==> src/rtl/argmax_classifier.sv <==
`default_nettype none
// ============================================================================
// Module   : argmax_classifier
// Brief    : Streams one frame of scores and reports the index and value of the
//            maximum, flagging length mismatches. Define ARGMAX_TOP2_EN to also
//            report the runner-up class and score.
// Revision : 1.0
// ============================================================================
module argmax_classifier #(
    parameter int DATA_W      = 8,
    parameter int NUM_CLASSES = 1024,
    parameter int IDX_W       = $clog2(NUM_CLASSES)
) (
    input  logic              clk,
    input  logic              rst,
    input  logic              in_valid,
    output logic              in_ready,
    input  logic [DATA_W-1:0] in_data,
    input  logic              in_last,
    output logic              out_valid,
    input  logic              out_ready,
    output logic [IDX_W-1:0]  out_class,
    output logic [DATA_W-1:0] out_score,
`ifdef ARGMAX_TOP2_EN
    output logic [IDX_W-1:0]  out_class2,
    output logic [DATA_W-1:0] out_score2,
`endif
    output logic              out_len_err
);

    localparam logic [IDX_W-1:0] c_LAST = IDX_W'(NUM_CLASSES - 1);
    localparam logic [IDX_W-1:0] c_ONE  = IDX_W'(1);

    typedef enum logic [0:0] {
        ACCUM = 1'b0,
        HOLD  = 1'b1
    } state_t;

    state_t            r_state;
    logic [IDX_W-1:0]  r_cnt;
    logic [DATA_W-1:0] r_max;
    logic [IDX_W-1:0]  r_idx;
    logic              r_out_valid;
    logic [IDX_W-1:0]  r_out_class;
    logic [DATA_W-1:0] r_out_score;
    logic              r_out_len_err;

    logic              w_accept;
    logic              w_first;
    logic              w_gt;
    logic              w_at_end;
    logic              w_close;
    logic [DATA_W-1:0] w_max_nxt;
    logic [IDX_W-1:0]  w_idx_nxt;

    assign in_ready = (r_state == ACCUM) && !rst;
    assign w_accept = in_valid && in_ready;
    assign w_first  = (r_cnt == '0);
    assign w_gt     = (in_data > r_max);
    assign w_at_end = (r_cnt == c_LAST);
    assign w_close  = w_accept && (in_last || w_at_end);

    // The first beat of a frame loads unconditionally; strict compare keeps the lower index on ties.
    assign w_max_nxt = (w_first || w_gt) ? in_data : r_max;
    assign w_idx_nxt = w_first ? '0 : (w_gt ? r_cnt : r_idx);

`ifdef ARGMAX_TOP2_EN
    logic [DATA_W-1:0] r_max2;
    logic [IDX_W-1:0]  r_idx2;
    logic              r_sec_vld;
    logic [IDX_W-1:0]  r_out_class2;
    logic [DATA_W-1:0] r_out_score2;
    logic [DATA_W-1:0] w_max2_nxt;
    logic [IDX_W-1:0]  w_idx2_nxt;
    logic              w_sec_vld_nxt;

    always_comb begin
        w_max2_nxt    = r_max2;
        w_idx2_nxt    = r_idx2;
        w_sec_vld_nxt = r_sec_vld;
        if (w_first) begin
            w_max2_nxt    = '0;
            w_idx2_nxt    = '0;
            w_sec_vld_nxt = 1'b0;
        end else if (w_gt) begin
            w_max2_nxt    = r_max;
            w_idx2_nxt    = r_idx;
            w_sec_vld_nxt = 1'b1;
        end else if (!r_sec_vld || (in_data > r_max2)) begin
            w_max2_nxt    = in_data;
            w_idx2_nxt    = r_cnt;
            w_sec_vld_nxt = 1'b1;
        end
    end

    always_ff @(posedge clk or posedge rst) begin
        if (rst) begin
            r_max2       <= '0;
            r_idx2       <= '0;
            r_sec_vld    <= 1'b0;
            r_out_class2 <= '0;
            r_out_score2 <= '0;
        end else if (w_accept) begin
            r_max2    <= w_max2_nxt;
            r_idx2    <= w_idx2_nxt;
            r_sec_vld <= w_sec_vld_nxt;
            if (w_close) begin
                r_out_class2 <= w_idx2_nxt;
                r_out_score2 <= w_max2_nxt;
            end
        end
    end

    assign out_class2 = r_out_class2;
    assign out_score2 = r_out_score2;
`endif

    always_ff @(posedge clk or posedge rst) begin
        if (rst) begin
            r_state       <= ACCUM;
            r_cnt         <= '0;
            r_max         <= '0;
            r_idx         <= '0;
            r_out_valid   <= 1'b0;
            r_out_class   <= '0;
            r_out_score   <= '0;
            r_out_len_err <= 1'b0;
        end else begin
            case (r_state)
                ACCUM: begin
                    if (w_accept) begin
                        r_max <= w_max_nxt;
                        r_idx <= w_idx_nxt;
                        if (w_close) begin
                            r_cnt         <= '0;
                            r_out_class   <= w_idx_nxt;
                            r_out_score   <= w_max_nxt;
                            r_out_len_err <= in_last ^ w_at_end;
                            r_out_valid   <= 1'b1;
                            r_state       <= HOLD;
                        end else begin
                            r_cnt <= r_cnt + c_ONE;
                        end
                    end
                end
                HOLD: begin
                    if (out_ready) begin
                        r_out_valid <= 1'b0;
                        r_state     <= ACCUM;
                    end
                end
                default: r_state <= ACCUM;
            endcase
        end
    end

    assign out_valid   = r_out_valid;
    assign out_class   = r_out_class;
    assign out_score   = r_out_score;
    assign out_len_err = r_out_len_err;

endmodule
`default_nettype wire
==> config.mk <==
export PLATFORM = sky130hd
export DESIGN_NAME = argmax_classifier
export DESIGN_NICKNAME = d
export VERILOG_FILES = /design/src/rtl/argmax_classifier.sv
export SDC_FILE = /design/constraint.sdc
export NUM_CORES = 1
export LEC_CHECK = 0
export ABC_AREA = 1
export BUFFER_PORTS_ARGS = -buffer_cell sky130_fd_sc_hd__buf_2
export CORE_UTILIZATION = 60
export CTS_BUF_LIST = sky130_fd_sc_hd__clkbuf_8
export CTS_CLUSTER_DIAMETER = 80
export CTS_CLUSTER_SIZE = 10
export DETAILED_ROUTE_END_ITERATION = 8
export PLACE_DENSITY = 0.81
export SLEW_MARGIN = 5
export SYNTH_ARGS = -nofsm -noshare
export SYNTH_HDL_FRONTEND = slang
export SYNTH_SLANG_ARGS = --single-unit
==> constraint.sdc <==
create_clock -name clk -period 2.21 [get_ports clk]
set_clock_uncertainty 0.05 [all_clocks]
set_input_delay 0.3315 -clock clk [delete_from_list [all_inputs] [get_ports clk]]
set_output_delay 0.3315 -clock clk [all_outputs]
set_load 0.005 [all_outputs]
Yosys cells after proc, flatten, opt, wreduce, memory -nomap -nowiden:

Index checks and enable logic that the tools add are counted.

* bits in read-only memories: 0
* bits in latches: 0
* memories: 0
* memory bits (writable): 0
* register bits: 49
* word-level logic and storage cells: 38

* add/sub/neg operators: 1
* divide/modulo/power cells: 0
* reduce and logical (&&, ||, !) cells: 10
* multiplexer cells: 12
* equal/unequal tests: 4
* $lt $le $gt $ge: 1
* bitwise operators: 2
* multiply operators: 0
* shift-type cells: 0

Operators with widths (count)
* two-way mux 10 bit: 3
* adder 10 x 1 -> 10 bit (second input constant): 1
* == test 10 bit (second input constant): 1
* zero test 10 bit: 1
* greater-than comparator 8 bit: 1
* two-way mux 8 bit: 1
* two-way mux 1 bit: 6
* != test 2 bit (second input constant): 3
* AND reduction 3 bit: 2
* case mux 1 bit (2 select lines): 2
* logical AND 1 bit: 3
* logical OR 1 bit: 2
* AND reduction 2 bit: 1
* zero test 1 bit: 1
* inverter 1 bit: 1
* bitwise XOR 1 bit: 1

Depth between registers and ports, before layout:

Gate-level depths: netlist of run 1.

* word-level depth: 7
* mapped depth: 14

Worst setup path after synthesis of run 1:

OpenSTA, ideal clock, no wires.

* path kind: reg2reg
* start: reg r_cnt[0]
* end: reg r_out_class[0] (netlist: out_class[0])
* path slack: 0.426 ns
* arrival time: 1.616 ns
* cell stages (with the launch flop): 13
* path buffers: 1
* period minus slack after synthesis: 1.784 ns
* path through: dfrtp_1 > ha_1 > inv_1 > nor3_1 > nand2_1 > inv_1 > nand3_1 > ha_1 > nor2_4 > inv_2 > clkbuf_1 > nand2_1 > nand2_1

* word-level cells in the longest chain between the ends: 4
* elaborated cells on any way between the ends: 7

Ends and longest elaborated chain
* from (decl): RTL line 40 `logic [IDX_W-1:0] r_cnt;`
* from (signal assigned): RTL line 142 `r_cnt <= r_cnt + c_ONE;`
* == test 10 bit: RTL line 60 `assign w_at_end = (r_cnt == c_LAST);`
* logical OR 1 bit: RTL line 61 `assign w_close = w_accept && (in_last || w_at_end);`
* logical AND 1 bit: RTL line 61
* AND reduction 3 bit (no line)
* to (signal assigned): RTL line 136 `r_out_class <= w_idx_nxt;`
* to (decl): RTL line 44 `logic [IDX_W-1:0] r_out_class;`

Several ways; a longest one is shown, not always the timed one.
A chain may end at the register's enable or synchronous reset.

Worst setup path after layout of run 1:

* start: reg r_cnt[0]
* end: reg r_state

* word-level cells in the longest chain between the ends: 6

Ends and longest elaborated chain
* == test 10 bit: RTL line 60
* logical OR 1 bit: RTL line 61
* logical AND 1 bit: RTL line 61
* two-way mux 1 bit: RTL line 134 `if (w_close) begin`
* two-way mux 1 bit: RTL line 131 `if (w_accept) begin`
* case mux 1 bit (2 select lines): RTL line 129 `case (r_state)`
* to (signal assigned): RTL line 140 `r_state <= HOLD;`
* to (signal assigned): RTL line 149 `r_state <= ACCUM;`
* to (signal assigned): RTL line 152 `default: r_state <= ACCUM;`
* to (decl): RTL line 39 `state_t r_state;`

No other way between the ends.

==> impl_summary.md, run 1 <==
Clocking
The number of buffers created by CTS is 5. In this run, post-CTS repair resized a total of 0 instances. Counting along the longest clock path gives a buffer depth of 2.

Clock-pin slew was measured on the worst setup and hold paths at 0.10 ns. In this run the clock root is driven by a sky130_fd_sc_hd__clkbuf_8. The clock sink count is 49. In this run the number of H-tree levels came out at 2. Clock latency on the worst-skew pair, taken at its later pin, is 0.31 ns. After clock tree synthesis, the setup repair step added 0 buffers. The CTS tree is built.

GRT
Global routing consumed, over all layers together, 27.0% of the routing resources. Entering global routing, the biggest net connects 35 pins. Global routing finished with a remaining overflow of 0. The via count of the first global-routing pass is 2081. The first global-routing pass estimated 9180 µm of wire. The initial antenna violation count is 0.

Floorplan
Once the floorplan was initialized, standard cells occupied 64.4% of the core. The die width is 68.5 µm. The I/O pin count is 34. The count of standard-cell rows is 23. The vertical die dimension is 68.5 µm. The core area is 0.00412 mm². The area of the die is 0.00469 mm².

Pwr
The analysis attributes to cell leakage a power of 1.70 nW. The power per unit of standard cell area is 1160 mW/mm². Total power for the finished layout comes to 0.00350 W. The maximum VDD drop is 0.000709 V.

Yosys
Sequential elements use 46.3% of the synthesized area. Of all flip-flops after synthesis, the portion carrying an async set or reset was 100%. The cell type contributing the most total cell area after synthesis is sky130_fd_sc_hd__dfrtp_1. The number of standard cells after synthesis is 342.

By area the synthesized netlist is led by sky130_fd_sc_hd__dfrtp_1 46%, sky130_fd_sc_hd__nand2_1 16%, sky130_fd_sc_hd__nand3_1 7.4%. The cell with the most instances after synthesis is sky130_fd_sc_hd__nand2_1. The most used flip-flop cell after synthesis is sky130_fd_sc_hd__dfrtp_1. The top cell type by area accounts for 46.3% of the synthesized area. The number of nets in the synthesized netlist is 366. In this run, synthesis produced a sequential element count of 49.

The synthesized netlist occupies a cell area of 0.00265 mm². During synthesis, Yosys emitted a total of 0 warnings. By count the netlist is led by 116 x sky130_fd_sc_hd__nand2_1, 49 x sky130_fd_sc_hd__dfrtp_1, 47 x sky130_fd_sc_hd__inv_1. The post-synthesis area per instance is 7.75 µm².

The number of unique standard cell types used by synthesis is 25. The number of flops mapped to enable cells by yosys is 0.

Worst setup path
The critical path in this run is classified as reg -> reg. The nature of the critical path endpoint is a flip-flop. The start point of the critical path is r_cnt[0]. The arrival time of the worst setup path is 2.08 ns.

Data on the critical path is required at its endpoint by 2.32 ns. The type of element launching the critical path is a flip-flop. Of all nets on the critical path, the largest fanout is 25. The reg-to-reg critical path startpoint is r_cnt[0].

Timing
The final max-slew violation count came to 0. Timing would allow up to 508 MHz. The worst path uses 89.0% of the clock period. At the pin with the least slew margin, the transition time is 0.436 ns. Measured against its own limit, the worst slew margin works out to 70.9%. The final sum of negative setup slack is 0 ns.

The post-route minimum period is 1.97 ns. The total count of hold-check failures in the final report is 0. Across all setup checks in the final design, the least slack found is 0.243 ns. The worst hold margin is 0.173 ns. The number of endpoints failing setup at the final stage is 0. Setup repair after global routing left no endpoint under its margin.

Routing
The via count normalized by instance count is 5.46. The number of DRC markers after the initial detailed-route iteration is 166. After detailed routing, the total wire length is 5660 µm. The number of antenna-violating nets in the routed design is 0. The DRC violations left is 0.

The first detailed-routing pass ran for 5 iterations. The average wire per cell in the routed design is 13.2 µm. Across all layers, the routed design uses 2342 vias.

Layout
Of the cells placed in the final design, the portion with a size suffix greater than 1 is 17.4%. The finished layout holds 429 standard cells, fillers aside. The area growth from synthesis to layout is 14.0%. The layout net count is 402. The final antenna diode count is 0.

Min path
In this run the most critical hold path is launched from out_ready. The worst hold path belongs to the class in -> reg.

Place
The count of input and output buffers is 33. At the end of routability-driven placement, the weighted congestion stood at 0.841. After legalization and detailed placement, the total HPWL measured 3980 µm. The pre-CTS setup slack is 0.273 ns. The number of placed instances, taps included, is 420.

Flow run
The number of max-capacitance violations reported is 0.

Status
The run finished with clean final reports.
==> where the power goes <==
part | leakage [nW] | internal (W) | switching [W]
Sequential | 0.637 | 0.00122 | 0.000176
Combinational | 1.01 | 0.000547 | 0.000910
Clock | 0.0543 | 0.000339 | 0.000305
==> critical path, cell delays in order (launching register included) <==
cell,delay [ns]
sky130_fd_sc_hd__dfrtp_1,0.41
sky130_fd_sc_hd__ha_1,0.20
sky130_fd_sc_hd__inv_1,0.09
sky130_fd_sc_hd__nor3_1,0.05
sky130_fd_sc_hd__nand2_1,0.08
sky130_fd_sc_hd__inv_1,0.05
sky130_fd_sc_hd__nand3_1,0.06
sky130_fd_sc_hd__ha_1,0.25
sky130_fd_sc_hd__nor2_4,0.07
sky130_fd_sc_hd__inv_2,0.34
sky130_fd_sc_hd__o21ai_0,0.16
==> area by class of cell <==
| type | count | area, µm² |
|---|---|---|
| multi-input cells | 229 | 1160 |
| well taps | 50 | 62.6 |
| fillers | 341 | 1090 |
| clock buffers | 5 | 68.8 |
| inverters | 50 | 188 |
| flip-flops and latches | 49 | 1230 |
| clock inverters | 3 | 46.3 |
| repair buffers | 43 | 268 |
==> timing repair <==
item,4_1_cts,5_1_grt
hold endpoints to repair,15,0
endpoints found under the setup margin,0,0
hold buffers,1,0
==> state kept, by name, indices dropped and copies added, names as in the netlist <==
| register | count |
|---|---|
| out_class | 10 |
| out_len_err | 1 |
| out_score | 8 |
| out_valid | 1 |
| r_cnt | 10 |
| r_idx | 10 |
| r_max | 8 |
| r_state | 1 |
==> worst paths after layout <==
check,slack (ns),end,cells past startpoint
setup / recovery,0.24,r_state,10
hold / removal,0.17,r_state,2
setup reg to reg,0.24,r_state,10
hold reg to reg,0.43,out_len_err,2
max in group asynchronous,1.09,out_score[2],4
min in group asynchronous,0.52,r_cnt[7],3
==> metrics by stage <==
stage                     util, %  cell area (µm²)
after global placement       70.4             2900
after global routing         73.4             3020
after floorplan                 -             2650
after detailed placement     70.4             2900
final                        73.4             3020
after CTS                    73.4             3020
==> cell usage in the layout (no fill, tap or decap), drive strengths merged <==
| cell type | n |
|---|---|
| nand2 | 119 |
| nor4 | 1 |
| dlygate4sd3 | 1 |
| a21oi | 5 |
| a31oi | 1 |
| nor3 | 11 |
| nand3 | 40 |
| buf | 42 |
| a21o | 1 |
| o21ai | 5 |
| dfrtp | 49 |
| clkinv | 1 |
| clkinvlp | 1 |
| ha | 11 |
| nand4 | 22 |
| clkbuf | 5 |
| inv | 50 |
| nor2 | 13 |
| bufinv | 1 |
==> layer usage <==
metal | track usage [%] | vias up | share of wire [%] | routed length (µm)
met5 | 0 | - | 0 | 0
li1 | - | 1169 | - | -
met1 | 35.6 | 1092 | 47 | 2680
met2 | 43.6 | 73 | 46 | 2610
met3 | 6.00 | 8 | 5.3 | 302
met4 | 9.11 | 0 | 1.2 | 68
==> cell families (layout without fill, tap and decap cells) <==
| group | Yosys count | in the layout | synth area share, % |
|---|---|---|---|
| fa+ha+maj | 11 | 11 | 5.19 |
| buf+inv | 64 | 101 | 9.87 |
| compound gates | 12 | 12 | 2.41 |
| flops | 49 | 49 | 46.3 |
| simple gates | 206 | 206 | 36.3 |
Power figures use the tool's default switching activity.
==> run 2, diff against run 1 <==
Settings changed: CORE_ASPECT_RATIO from default to 1.4.
==> run 2 against run 1 <==
Compared with the run above: die area barely moved; final cell count increased by 1.6%; sequential share of layout area grew 0.60 points; maximum frequency is 2.0% lower; design area is 1.4% lower; via count is 1.1% lower; power fell by 4.6%; critical endpoint unchanged; largest cell class unchanged; worst hold slack got worse by 0.14 ns.
==> impl_summary.md, run 2 (synthesis results as in run 1) <==
Status
The run finished with clean final reports.

Routing
In the routed design, unresolved DRC markers number 0. The total length of routed wires is 5690 µm. The via count of the routed design is 2316. For this block, the initial DRC count from the detailed router was 141. Dividing the detail-routed via count by the number of cells gives 5.31. The average wire per cell in the routed design is 13.1 µm. The number of detailed-route iterations in the first pass is 4. The detail route stage leaves a number of antenna-violating nets equal to 0.

Timing
The relative slew slack is 66.1%. For the pin with the worst max-slew slack, the measured transition is 0.508 ns. The post-route minimum period is 2.01 ns.

The maximum frequency from static timing analysis is 498 MHz. The final max-slew violation count was 0. In the post-route analysis, the smallest setup slack over all paths is 0.203 ns. Setup violations remaining at the end of the flow were counted as 0. After routing, the total negative slack on setup checks comes to 0 ns. Of the available clock period, the critical path in the final layout requires 90.8%. The total count of hold-check failures in the final report is 0. Setup repair after global routing left no endpoint under its margin.

Clocking
The clock sink count is 49. In this run the deepest clock path goes through 2 buffers. The CTS tree is built. The clock tree synthesis step divided the H-tree into 2 levels.

The post-cts resize count is 0. Clock latency on the worst-skew pair, taken at its later pin, is 0.30 ns. The number of buffers inserted for hold repair after clock tree synthesis is 0.

The cell sitting at the root of the clock tree is a sky130_fd_sc_hd__clkbuf_8. The clock slew seen by the registers of the worst setup and hold paths is 0.08 ns. The number of buffers created by CTS is 5. Post-CTS timing repair inserted 0 buffers for setup.

GRT
The initial antenna violation count was 0. For met1 alone, demand over resource in global routing was 34.3%. The total global-route track usage is 28.1%. The via count of the first global-routing pass is 2250. Entering global routing, the biggest net connects 28 pins. The highest-utilization routing layer at the global route stage is met2. The wire length of the first global-routing pass is 9910 µm. For this run, global-route usage on met2 was measured as 46.8%. Global routing finished with a remaining overflow of 0.

Global routing used 5.96% of the available met3 tracks.

Floorplan
The die width is 58.2 µm. The count of standard-cell rows is 28. The effective utilization at floorplan is 62.5%. The floorplan step defined a die boundary enclosing 0.00469 mm². The region available for standard cell placement spans 0.00424 mm². The vertical die dimension is 80.6 µm. The I/O pin count is 34.

Layout
The share of cells above drive strength 1 is 17.0%. The area growth from synthesis to layout is 12.4%. The finished cells cover 0.00298 mm².

In the layout the commonest cells are 115 x sky130_fd_sc_hd__nand2_1, 49 x sky130_fd_sc_hd__dfrtp_1, 47 x sky130_fd_sc_hd__inv_1. For this run, the share of the core covered by cells in the final layout is 70.2%. 0 antenna diodes ended up in the layout. The most common cell after layout, fill and taps aside is sky130_fd_sc_hd__nand2_1. The layout net count is 400. The filler cells instantiated in the layout total 367.

Place
The total placed instance area is 0.00289 mm². Routability-driven placement finished with a final weighted congestion of 0.898. The wire-length estimate of the detail-placed layout is 4090 µm. The count of buffers added on input and output ports is 33.

Timing analysis after detailed placement gives a worst setup slack of 0.209 ns.

Worst setup path
The nature of the critical path endpoint is a flip-flop. The category of the critical setup timing path is reg -> reg. The worst setup path is launched from a flip-flop. STA puts the critical path data required time at 2.32 ns. In this run the worst path has a maximum fanout of 25. In this run the register-to-register setup slack is 0.20 ns. The arrival time of the worst setup path is 2.12 ns.

Min path
In this run the worst hold path is classified as in -> async.

Pwr
In this run the power spent charging and discharging nets is 0.00135 W. The clock network burns 15.7% of the power. The leakage power summed over all cells is 1.68 nW. Overall power consumption after layout is estimated at 0.00334 W. Sequential cells burn 42.0% of the power. The power per unit of standard cell area is 1120 mW/mm². Net switching is 40.5% of the power. The maximum VDD drop is 0.000598 V.

The internal power contribution is 0.00199 W. Combinational cells account for 42.3% of the total power.

Flow run
Across the run, the number of max-cap violations was 0.
-- run 2: per-layer routing --
layer	wire [µm]	part of all wire [%]
met1	2360	41
met2	2860	50
met3	290	5.1
met4	187	3.3
met5	0	0
-- run 2: power by group through the flow --
stage	logic, W	registers (W)	clock network, W
floorplan	0.000993	0.00141	0
global placement	0.00136	0.00140	0
global route	0.00164	0.00144	0.000565
finish	0.00141	0.00140	0.000524
CTS	0.00141	0.00140	0.000536
detailed placement	0.00141	0.00141	0
-- run 2: worst max-delay path, cell delays in order (launching register included) --
cell and delay [ns]:
sky130_fd_sc_hd__dfrtp_1 0.41, sky130_fd_sc_hd__ha_1 0.20, sky130_fd_sc_hd__inv_1 0.09, sky130_fd_sc_hd__nor3_1 0.05
sky130_fd_sc_hd__nand2_1 0.09, sky130_fd_sc_hd__inv_1 0.06, sky130_fd_sc_hd__nand3_1 0.07, sky130_fd_sc_hd__ha_1 0.27
sky130_fd_sc_hd__nor2_4 0.07, sky130_fd_sc_hd__inv_2 0.34, sky130_fd_sc_hd__o21ai_0 0.16
-- run 2: area by class of cell --
type / count / area (µm²) / share of cell area (%)
clock buffers: 6 / 82.6 / 2.77
clock inverters: 1 / 3.75 / 0.126
inverters: 50 / 188 / 6.30
multi-input cells: 229 / 1160 / 39.1
flip-flops and latches: 49 / 1230 / 41.2
well taps: 60 / 75.1 / 2.52
repair buffers: 41 / 238 / 7.98
-- run 2: final timing paths --
| check | from | end | cells after the start |
|---|---|---|---|
| setup reg to reg | r_cnt[0] | r_state | 10 |
| max in group asynchronous | rst | out_score[7] | 3 |
| hold reg to reg | out_len_err | out_len_err | 2 |
| setup / recovery | r_cnt[0] | r_state | 10 |
| hold / removal | rst | out_valid | 2 |
| min in group clk | out_ready | r_state | 2 |
-- run 2: through the flow --
stage,instances,hold WS (ns)
6_report,436,0.0363
5_1_grt,436,0.0778
4_1_cts,436,0.0557
3_5_place_dp,429,0.380
3_3_place_gp,429,0.365
2_1_floorplan,342,0.378
